**src/rtl/addsub_share_arb.sv**
```systemverilog
// addsub_share_arb
//   Shares one W-bit add/subtract datapath between NREQ requesters. A
//   round-robin arbiter picks one valid requester per cycle. Its result
//   (with carry/no-borrow and requester tag) is captured in a single output
//   register that supports backpressure.
//
// Ports
//   CLK, ASYNCRESETN    clock, asynchronous active-low reset
//   REQ_VALID/READY     per-requester handshake (one bit per requester)
//   REQ_OP              per-requester op: 0 = add, 1 = subtract (I0 - I1)
//   REQ_I0/REQ_I1       packed operands, requester i at [i*W +: W]
//   O_VALID/O_READY     result handshake
//   O, O_COUT, O_TAG    result, carry out (subtract: 1 = no borrow), source
//   OP_CNT              saturating count of accepted operations
//
// state    | meaning
// ---------+-----------------------------------------------
// ST_EMPTY | result register empty, O_VALID = 0
// ST_FULL  | result register holds a result, O_VALID = 1
module addsub_share_arb #(
    parameter int W    = 8,
    parameter int NREQ = 4,
    parameter int TAGW = 2,
    parameter int CNTW = 16
) (
    input  logic              CLK,
    input  logic              ASYNCRESETN,
    input  logic [NREQ-1:0]   REQ_VALID,
    output logic [NREQ-1:0]   REQ_READY,
    input  logic [NREQ-1:0]   REQ_OP,
    input  logic [NREQ*W-1:0] REQ_I0,
    input  logic [NREQ*W-1:0] REQ_I1,
    output logic              O_VALID,
    input  logic              O_READY,
    output logic [W-1:0]      O,
    output logic              O_COUT,
    output logic [TAGW-1:0]   O_TAG,
    output logic [CNTW-1:0]   OP_CNT
);

    typedef enum logic {
        ST_EMPTY = 1'b0,
        ST_FULL  = 1'b1
    } state_t;

    state_t          r_state;
    state_t          w_state_nxt;
    logic [TAGW-1:0] r_ptr;
    logic [TAGW-1:0] w_ptr_nxt;
    logic [TAGW-1:0] w_gnt;
    logic            w_found;
    logic            w_can_accept;
    logic            w_hs;
    logic [W-1:0]    w_a;
    logic [W-1:0]    w_b;
    logic            w_op;
    logic [W:0]      w_sum;
    logic [W-1:0]    r_o;
    logic            r_cout;
    logic [TAGW-1:0] r_tag;
    logic [CNTW-1:0] r_op_cnt;

    // Round-robin search: first valid requester at or after the pointer.
    always_comb begin
        int idx;
        idx     = 0;
        w_found = 1'b0;
        w_gnt   = '0;
        for (int k = 0; k < NREQ; k++) begin
            idx = int'(r_ptr) + k;
            if (idx >= NREQ) idx = idx - NREQ;
            if (!w_found && REQ_VALID[idx]) begin
                w_found = 1'b1;
                w_gnt   = TAGW'(idx);
            end
        end
    end

    assign w_can_accept = (r_state == ST_EMPTY) || O_READY;
    // Reset term keeps READY low while reset is held, independent of O_READY.
    assign w_hs         = w_found && w_can_accept && ASYNCRESETN;
    assign REQ_READY    = w_hs ? (NREQ'(1) << w_gnt) : '0;
    assign w_ptr_nxt    = (int'(w_gnt) == NREQ - 1) ? '0 : w_gnt + 1'b1;

    // Subtract is I0 + ~I1 + 1; bit W is carry, i.e. "no borrow" for subtract.
    assign w_op  = REQ_OP[w_gnt];
    assign w_a   = REQ_I0[int'(w_gnt)*W +: W];
    assign w_b   = w_op ? ~REQ_I1[int'(w_gnt)*W +: W] : REQ_I1[int'(w_gnt)*W +: W];
    assign w_sum = {1'b0, w_a} + {1'b0, w_b} + (W+1)'(w_op);

    always_comb begin
        w_state_nxt = r_state;
        case (r_state)
            ST_EMPTY: if (w_hs) w_state_nxt = ST_FULL;
            ST_FULL: begin
                if (w_hs)         w_state_nxt = ST_FULL;
                else if (O_READY) w_state_nxt = ST_EMPTY;
            end
        endcase
    end

    always_ff @(posedge CLK or negedge ASYNCRESETN) begin
        if (!ASYNCRESETN) begin
            r_state  <= ST_EMPTY;
            r_o      <= '0;
            r_cout   <= 1'b0;
            r_tag    <= '0;
            r_ptr    <= '0;
            r_op_cnt <= '0;
        end else begin
            r_state <= w_state_nxt;
            if (w_hs) begin
                r_o    <= w_sum[W-1:0];
                r_cout <= w_sum[W];
                r_tag  <= w_gnt;
                r_ptr  <= w_ptr_nxt;
                if (r_op_cnt != '1) r_op_cnt <= r_op_cnt + 1'b1;
            end
        end
    end

    assign O_VALID = (r_state == ST_FULL);
    assign O       = r_o;
    assign O_COUT  = r_cout;
    assign O_TAG   = r_tag;
    assign OP_CNT  = r_op_cnt;

    // A waiting requester that keeps VALID must not change its payload.
    for (genvar gi = 0; gi < NREQ; gi++) begin : g_req_chk
        a_req_stable: assert property (@(posedge CLK) disable iff (!ASYNCRESETN)
            (REQ_VALID[gi] && !REQ_READY[gi]) |=>
            (!REQ_VALID[gi] || ($stable(REQ_OP[gi]) &&
                                $stable(REQ_I0[gi*W +: W]) &&
                                $stable(REQ_I1[gi*W +: W]))));
    end

endmodule

```
**config.mk**
```make
export PLATFORM = sky130hd
export DESIGN_NAME = addsub_share_arb
export DESIGN_NICKNAME = d
export VERILOG_FILES = /design/src/rtl/addsub_share_arb.sv
export SDC_FILE = /design/constraint.sdc
export NUM_CORES = 1
export LEC_CHECK = 0
export CORE_MARGIN = 10
export CORE_UTILIZATION = 40
export CTS_CLUSTER_SIZE = 8
export DETAILED_ROUTE_END_ITERATION = 6
export PLACE_DENSITY_LB_ADDON = 0.05
export SYNTH_ARGS = -nofsm -noshare
export SYNTH_HDL_FRONTEND = slang
export SYNTH_SLANG_ARGS = --single-unit
```
**constraint.sdc**
```tcl
create_clock -name CLK -period 4.6 [get_ports CLK]
set_input_delay 0.69 -clock CLK [delete_from_list [all_inputs] [get_ports CLK]]
set_output_delay 0.69 -clock CLK [all_outputs]
set_load 0.005 [all_outputs]
```
==> run metrics, run 1 <==
status finished clean; Power per Cell Area 543 mW/mm²; share of cells above drive strength 1 4.77%; Resized cells post-CTS 0; delay-heaviest family, CP compound AO/OA/AOI/OAI gates; die width 95.5 µm; max-slew violations 0; drt total wl 6.83 mm; R2R cell count 17; Synth Instances 292; Max-cap violations 0; FP Rows 27; Total GRT Usage 14.6%; CP max stage delay 520 ps; CTS tree built; cell mode on critical path a21oi_1; routed length per instance 14.5 µm; vias in the first global route 2336; R2R Path Start r_ptr[1]; Reg2Reg Setup Slack 1100 ps; CP startpoint kind input port; minimum clock period 3970 ps; Nets 485; mapped cell area 0.00228 mm²; RSZ-0062 raised after global routing false; Setup Viol. Count Final 0; Worst Path Max Fanout 34; port bufs 106; Syn Area/Cell 7.82 µm²; pin count of the biggest net entering global routing 35; VDD IR-drop max 237 µV; Die Area 0.00913 mm²; First-pass DRT Iterations 6; share of the synthesized area in the top cell type 32.9%; Buf/Inv on CP 4; overall power 1.91 mW; hold_buf cts 0; final hold vios 0; clk buf depth 2; total gr overflow 0; Req. time, crit path 4760 ps; CP Cell Sequence clkdlybuf4s50_1 -> inv_1 -> a21oi_1 -> o221a_1 -> buf_4 -> mux2i_1 -> a22o_1 -> mux2_4 -> inv_2 -> fa_1 -> a21oi_1 -> nor2_1 -> nor2_1 -> o21bai_1 -> a21oi_1 -> nor2b_1 -> o21ai_0 -> a21oi_1; Yosys top cell by area dfrtp_1; Post-DP HPWL 5.70 mm; routed via count 2389; ANT cells 0; RePlAce Congestion 0.830; CTS Sinks 30; core area 0.00551 mm²; WP depth 18; most common cell after layout, fill and taps aside clkdlybuf4s50_1; worst slack, placed 342 ps; register bit count reported by yosys 30; DRT antenna net count 0; Tcrit/Tclk final 86.4%; number of setup buffers added after CTS 0; most frequent cells in the layout clkdlybuf4s50_1, nand2_1, dfrtp_1; initial DRC count 70; Num CTS Buffers 5; worst-margin pin slew 642 ps; initial antenna violation count 0; Initial Util 41.4%; sequential area share after synthesis 32.9%; top cells by area, synth dfrtp_1, nand2_1, xnor2_1, ha_1, and3_1; Die Ht 95.5 µm; DRC 0; CTS root buffer clkbuf_8; Worst Setup EP O_COUT; Layout Skew 3.92 ps; LEAKAGE 1.55 nW; area delta synth->final 53.8%; WS Path Type input port to register; Synth Warn # 0; crit path max-delay cell type clkdlybuf4s50_1; CP Launch Point REQ_VALID[3]; Vias/cell 5.08; Setup Total Neg Slack 0 ps; Slew headroom 57.2%; io pins 107; first-pass GRT wire length 10.8 mm; Setup WS post-layout 626 ps; hold path start O_TAG[1]; clock transition at the registers of the reported paths 60 ps; Net Count, Synth 380; maximum operating frequency 252 MHz; post-place instance area 0.00342 mm²; Finished Cell Area 0.00351 mm²; endpoint class of the critical path register; Filler cells 488; Yosys cell types 38; clk_lat worst skew 280 ps; Arr. time, crit path 4130 ps; R2R Path End O_COUT; Hold/Removal Path Class register to register; H-tree level count 2
-- cell families after synthesis --
| group | synth area share [%] |
|---|---|
| simple gates | 28.8 |
| buf+inv | 4.11 |
| mux | 2.91 |
| flops | 32.9 |
| xor+xnor | 9.98 |
| compound gates | 13.9 |
| fa+ha+maj | 7.46 |
-- per-layer routing --
| layer | GRT usage, % | part of all wire [%] | vias up |
|---|---|---|---|
| met3 | 6.36 | 11 | 6 |
| met2 | 25.5 | 48 | 89 |
| met5 | 0 | 0 | - |
| met1 | 16.0 | 40 | 1079 |
| met4 | 3.69 | 0.82 | 0 |
| li1 | - | - | 1215 |
-- area by class of cell --
class                   instances  area (µm²)  share of cell area, %
multi-input cells             240        1440                   41.0
repair buffers                113        1110                   31.7
flip-flops and latches         30         751                   21.4
well taps                      72        90.1                   2.57
clock buffers                   7        86.3                   2.46
inverters                       7        26.3                  0.749
clock inverters                 1        5.00                  0.143
-- flip-flops by register name, indices dropped and copies added (netlist names) --
register	count
OP_CNT	16
O	8
O_TAG	2
r_ptr	2
O_COUT	1
O_VALID	1
-- where the power goes --
group          internal, mW  switching [mW]  total (mW)  leakage, nW
clock network         0.120          0.0928       0.213       0.0482
logic                 0.633           0.646        1.28         1.12
registers             0.346          0.0704       0.416        0.384
total                  1.10           0.809        1.91         1.55
-- Yosys cell counts, drive strengths merged --
| cell | n |
|---|---|
| or3 | 2 |
| ha | 12 |
| nand2b | 2 |
| a22oi | 1 |
| nor2b | 2 |
| buf | 2 |
| nand3 | 10 |
| dfrtp | 30 |
| nor2 | 13 |
| inv | 7 |
| o41ai | 1 |
| nor3b | 2 |
| and3 | 17 |
| o221a | 1 |
| mux2 | 2 |
| a211o | 1 |
| or4 | 2 |
| xor2 | 7 |
| a21o | 2 |
| a22o | 3 |
| and2 | 4 |
| xnor2 | 19 |
| o21ai | 9 |
| nor3 | 2 |
| fa | 1 |
| mux2i | 4 |
| o31ai | 1 |
| a21oi | 13 |
| nand2 | 83 |
| o32a | 1 |
| a31oi | 14 |
| o2111ai | 1 |
| clkbuf | 13 |
| o21bai | 2 |
| nand4 | 6 |
-- how the worst min path moves through the flow --
stage / end / slack (ps) / depth (start not counted)
after floorplan: OP_CNT[0] / 390 / 0
after global placement: O[1] / 460 / 2
after detailed placement: O_TAG[0] / 480 / 2
after CTS: O_TAG[0] / 490 / 2
after global routing: O_TAG[0] / 510 / 2
final: O_TAG[1] / 490 / 2
-- worst min-delay path: cells and delay by family, from the launching register on --
family,cells,cell delay (ps)
compound gates,1,60
simple gates,1,50
flops,1,340
-- per-stage QoR --
stage	utilization, %	hold slack (ps)	instances
global route	63.7	514	470
CTS	63.7	491	470
finish	63.7	485	470
detailed placement	62.1	478	462
global placement	62.1	463	462
floorplan	-	394	292
No activity file was read; power rests on OpenSTA's default activity.
==> run 2: changes to the inputs <==
--- a/config.mk
+++ b/config.mk
@@ -5,7 +5,7 @@
 export SDC_FILE = /design/constraint.sdc
 export NUM_CORES = 1
 export LEC_CHECK = 0
-export CORE_MARGIN = 10
+export CORE_MARGIN = 2
 export CORE_UTILIZATION = 40
 export CTS_CLUSTER_SIZE = 8
 export DETAILED_ROUTE_END_ITERATION = 6
==> run 2 against run 1 <==
Against the previous run:
- setup slack got worse by 110 ps
- cell count increased by 0.21%
- largest power group unchanged
- clock power increased by 3%
- global-route usage increased by 5.1 points
- flip-flop and latch count unchanged
- clock skew increased by 0.52 ps
- clock-buffer cell count decreased by 1
- total power increased by 1.7%
- utilization increased by 0.20 points
- non-clock buffer count increased by 1
- routed wire length decreased by 10%
- via count increased by 0.46%
==> run metrics, run 2 (synthesized netlist as in run 1, its figures left out) <==
WS Path Type input port to register; Vias/cell 5.10; CP startpoint kind input port; First-pass DRT Iterations 4; Nets 486; R2R Path End O_COUT; Switching Fraction 43.0%; CTS root buffer clkbuf_8; CTS Sinks 30; Hold/Removal Path Class register to register; Reg2Reg Setup Slack 1010 ps; H-tree level count 2; Worst Path Max Fanout 32; routed length per instance 13.1 µm; Resized cells post-CTS 0; most frequent cells in the layout clkdlybuf4s50_1, nand2_1, dfrtp_1; RePlAce Congestion 0.888; CP max stage delay 520 ps; final hold vios 0; area delta synth->final 54.3%; Post-DP HPWL 4.95 mm; Num CTS Buffers 5; Req. time, crit path 4760 ps; drt total wl 6.15 mm; maximum operating frequency 245 MHz; die width 79.5 µm; clock transition at the registers of the reported paths 70 ps; share of cells above drive strength 1 5.26%; Clk pwr share 11.3%; clk buf depth 2; port bufs 106; post-place instance area 0.00343 mm²; Tcrit/Tclk final 88.7%; VDD IR-drop max 271 µV; CP Cell Sequence clkdlybuf4s50_1 -> inv_1 -> a21oi_1 -> o221a_1 -> buf_4 -> a21oi_1 -> a22o_1 -> mux2_4 -> inv_2 -> fa_1 -> a21oi_1 -> nor2_1 -> nor2_1 -> o21bai_1 -> a21oi_1 -> nor2b_1 -> o21ai_0 -> a21oi_1; pin count of the biggest net entering global routing 33; ANT cells 0; Arr. time, crit path 4240 ps; vias in the first global route 2266; Finished Cell Area 0.00352 mm²; first-pass GRT wire length 10.0 mm; Total GRT Usage 19.7%; cell mode on critical path a21oi_1; Max-cap violations 0; DRT antenna net count 0; Slew headroom 53.8%; endpoint class of the critical path register; RSZ-0062 raised after global routing false; LEAKAGE 1.55 nW; hold depth 2; Setup Viol. Count Final 0; CTS tree built; routed via count 2400; status finished clean; clk_lat worst skew 270 ps; minimum clock period 4080 ps; Internal 1.11 mW; combinational share of power 67.4%; FP Rows 27; initial antenna violation count 0; DRC 0; initial DRC count 98; CP Launch Point REQ_VALID[3]; io pins 107; most common cell after layout, fill and taps aside clkdlybuf4s50_1; hold_buf cts 0; max-slew violations 0; sequential share of power 21.3%; R2R cell count 17; Layout Skew 4.44 ps; Worst Setup EP O_COUT; R2R Path Start r_ptr[1]; worst-margin pin slew 694 ps; Power per Cell Area 551 mW/mm²; crit path max-delay cell type clkdlybuf4s50_1; Die Area 0.00633 mm²; Initial Util 41.4%; Setup Total Neg Slack 0 ps; total gr overflow 0; switching power total 0.833 mW; Die Ht 79.5 µm; Largest register FFs 16; core area 0.00551 mm²; number of setup buffers added after CTS 0
run 2: changes by cell type in the layout (fill, tap and decap cells not counted), sizes merged:
cell,delta
buf,+1
clkbuf,-1
clkinvlp,+1
run 2: worst min-delay path by stage:
stage                      endpoint  slack, ps         from
after floorplan           OP_CNT[0]        390  ASYNCRESETN
after global placement         O[1]        460         O[1]
after detailed placement       O[1]        460         O[1]
after CTS                      O[1]        480         O[1]
after global routing           O[1]        500         O[1]
final                          O[1]        470         O[1]
run 2: area by class of cell:
class	instances	area [µm²]
Fill cell	483	1990
Sequential cell	30	751
Tap cell	72	90.1
Clock buffer	6	82.6
Multi-Input combinational cell	240	1440
Inverter	7	26.3
Timing Repair Buffer	114	1120
Clock inverter	2	12.5
run 2: layer usage:
layer | GRT usage, % | up-vias | share of wire, %
met3 | 3.39 | 8 | 6.0
met1 | 23.1 | 1083 | 43
li1 | - | 1217 | -
met4 | 6.21 | 0 | 1.7
met5 | 0 | - | 0
met2 | 36.3 | 92 | 50
run 2: stage by stage:
step | power (mW) | cells | hold slack [ps] | setup WS (ps) | util [%]
floorplan | 1.29 | 292 | 394 | 1060 | -
global placement | 1.70 | 463 | 461 | 391 | 62.2
detailed placement | 1.72 | 463 | 461 | 265 | 62.2
CTS | 1.95 | 471 | 478 | 552 | 63.9
global route | 2.12 | 471 | 498 | 283 | 63.9
finish | 1.94 | 471 | 470 | 518 | 63.9
run 2: power groups by stage:
stage / combinational [mW] / clock (mW) / sequential [mW]
final: 1.31 / 0.219 / 0.413
after global routing: 1.46 / 0.238 / 0.426
after CTS: 1.31 / 0.225 / 0.413
after detailed placement: 1.30 / 0 / 0.418
after global placement: 1.28 / 0 / 0.415
after floorplan: 0.880 / 0 / 0.413
run 2: worst max-delay path, delay by kind of cell:
family                     cells  cell delay (ps)
adders and majority gates      1              400
and+or+nand+nor                3              280
muxes                          1              240
buffers and inverters          4             1000
AOI/OAI and AO/OA              9             1630
==> run 3: changes to the inputs <==
--- a/config.mk
+++ b/config.mk
@@ -6,7 +6,7 @@
 export NUM_CORES = 1
 export LEC_CHECK = 0
 export CORE_MARGIN = 2
-export CORE_UTILIZATION = 40
+export CORE_UTILIZATION = 38
 export CTS_CLUSTER_SIZE = 8
 export DETAILED_ROUTE_END_ITERATION = 6
 export PLACE_DENSITY_LB_ADDON = 0.05
==> constraint.sdc (replaced) <==
create_clock -name CLK -period 3.5 [get_ports CLK]
set_input_delay 0.525 -clock CLK [delete_from_list [all_inputs] [get_ports CLK]]
set_output_delay 0.525 -clock CLK [all_outputs]
set_load 0.005 [all_outputs]
==> run 3 against run 2 <==
Against the previous run:
- sequential power up 32%
- clock power is 55% higher
- global-route usage up 0.71 points
- final area up 10%
- largest cell class unchanged
- routed wire length up 7.0%
==> run metrics, run 3 (synthesized netlist as in run 1, its figures left out) <==
share of cells above drive strength 1 15.9%; GR Util met3 3.52%; hold path start O_TAG[1]; DRC 0; Slew headroom 55.6%; routed length per instance 12.9 µm; Nets 522; Post-DP HPWL 5.36 mm; WS Path Type input port to register; Vias/cell 4.91; CTS Sinks 30; minimum clock period 3320 ps; clock transition at the registers of the reported paths 60 ps; ANT cells 0; final hold vios 0; Worst Path Max Fanout 8; crit path max-delay cell type clkdlybuf4s50_1; die width 81.5 µm; DRT antenna net count 0; R2R Path End O[6]; Filler cells 498; drt total wl 6.58 mm; FP Rows 28; CTS root buffer clkbuf_8; initial antenna violation count 0; Reg2Reg Setup Slack 270 ps; R2R Path Start r_ptr[1]; hold_buf cts 0; maximum operating frequency 301 MHz; Req. time, crit path 3650 ps; core area 0.00585 mm²; Total GRT Usage 20.4%; overall power 3.17 mW; GRT Max-Usage Layer met2; Hold/Removal Path Class register to register; CP startpoint kind input port; Power per Cell Area 817 mW/mm²; LEAKAGE 1.78 nW; Num CTS Buffers 5; io pins 107; Initial Util 39.0%; total gr overflow 0; Min-Delay Endpoint O_TAG[1]; Tcrit/Tclk final 94.9%; Largest register FFs 16; R2R cell count 17; Max-cap violations 0; routed via count 2506; worst-margin pin slew 665 ps; pin count of the biggest net entering global routing 31; clk_lat worst skew 280 ps; port bufs 106; hold depth 2; max-slew violations 0; register area 751 µm²; GR met2 Demand/Resource 36.3%; Layout Skew 9.75 ps; CP max stage delay 500 ps; met1 Usage GRT 25.1%; RePlAce Congestion 0.820; area delta synth->final 69.9%; status finished clean; Arr. time, crit path 3480 ps; most frequent cells in the layout clkdlybuf4s50_1, nand2_1, buf_4; delay-heaviest family, CP compound AO/OA/AOI/OAI gates; vias in the first global route 2411; WHS 481 ps; clk buf depth 2; Setup Viol. Count Final 0; endpoint class of the critical path register; VDD IR-drop max 360 µV; Die Area 0.00664 mm²; most common cell after layout, fill and taps aside clkdlybuf4s50_1; CTS tree built; initial DRC count 69; H-tree level count 2; CP Cell Sequence clkdlybuf4s50_1 -> nor2_1 -> o32a_1 -> buf_4 -> and3_1 -> a31oi_1 -> xnor2_1 -> ha_1 -> a21oi_2 -> o21bai_1 -> a21o_1 -> a21o_1 -> a21oi_2 -> nor3_1 -> a21oi_1 -> nand3_1; First-pass DRT Iterations 4; Die Ht 81.5 µm; first-pass GRT wire length 10.6 mm; Buf/Inv on CP 2; area of the multi-input gates 0.00148 mm²
run 3: changes by cell type in the layout (fill, tap and decap cells not counted), moves of 2 or more:
cell | previous run | this run
buf_4 | 8 | 39
a21oi_1 | 13 | 9
a21oi_2 | 0 | 4
buf_6 | 0 | 4
clkdlybuf4s50_1 | 106 | 103
dlymetal6s2s_1 | 0 | 3
a31oi_1 | 14 | 12
a31oi_2 | 0 | 2
run 3: stage by stage:
stage	instance area [µm²]	TNS, ps	instances	setup slack [ps]	utilization (%)
2_1_floorplan	2280	0	292	121	-
3_3_place_gp	3660	-823	497	-272	62.6
3_5_place_dp	3660	-1040	497	-302	62.6
4_1_cts	3770	0	505	22.3	64.5
5_1_grt	3880	-57.6	510	-30.0	66.3
6_report	3880	0	510	177	66.3
run 3: where the power goes:
part | total (mW) | switching (mW) | internal [mW]
logic | 2.28 | 1.01 | 1.27
registers | 0.545 | 0.0913 | 0.454
clock network | 0.340 | 0.131 | 0.209
run 3: repair_timing:
item,in CTS,in global routing
cloned,0,1
endpoints found under the setup margin,3,3
resized for setup,1,22
endpoints found under the hold margin,0,0
buffers inserted,0,4
pin swaps,0,14
run 3: metal layers:
metal,up-vias,part of all wire (%)
met4,0,1.1
li1,1288,-
met2,88,51
met1,1125,43
met5,-,0
met3,5,5.4
run 3: worst max path at each step:
stage	start	end	slack, ps	depth (start not counted)
6_report	REQ_VALID[0]	O[7]	180	16
5_1_grt	REQ_VALID[0]	O_COUT	-30	18
4_1_cts	REQ_VALID[3]	O_COUT	20	19
3_5_place_dp	REQ_VALID[3]	O[7]	-300	18
3_3_place_gp	REQ_VALID[3]	O_COUT	-270	18
2_1_floorplan	REQ_VALID[3]	O[7]	120	18
run 3: tightest hold or removal path: stages, from the launching register on:
cell and delay, ps:
dfrtp_1 340, nand2_1 50, o21ai_0 60
run 3: area by class of cell:
cell class,instances,area share [%]
clock inverter,3,1.03
timing repair buffer,150,36.4
inverter,7,0.807
multi-input combinational,240,38.2
sequential,30,19.4
clock buffer,5,1.77
tap,75,2.42
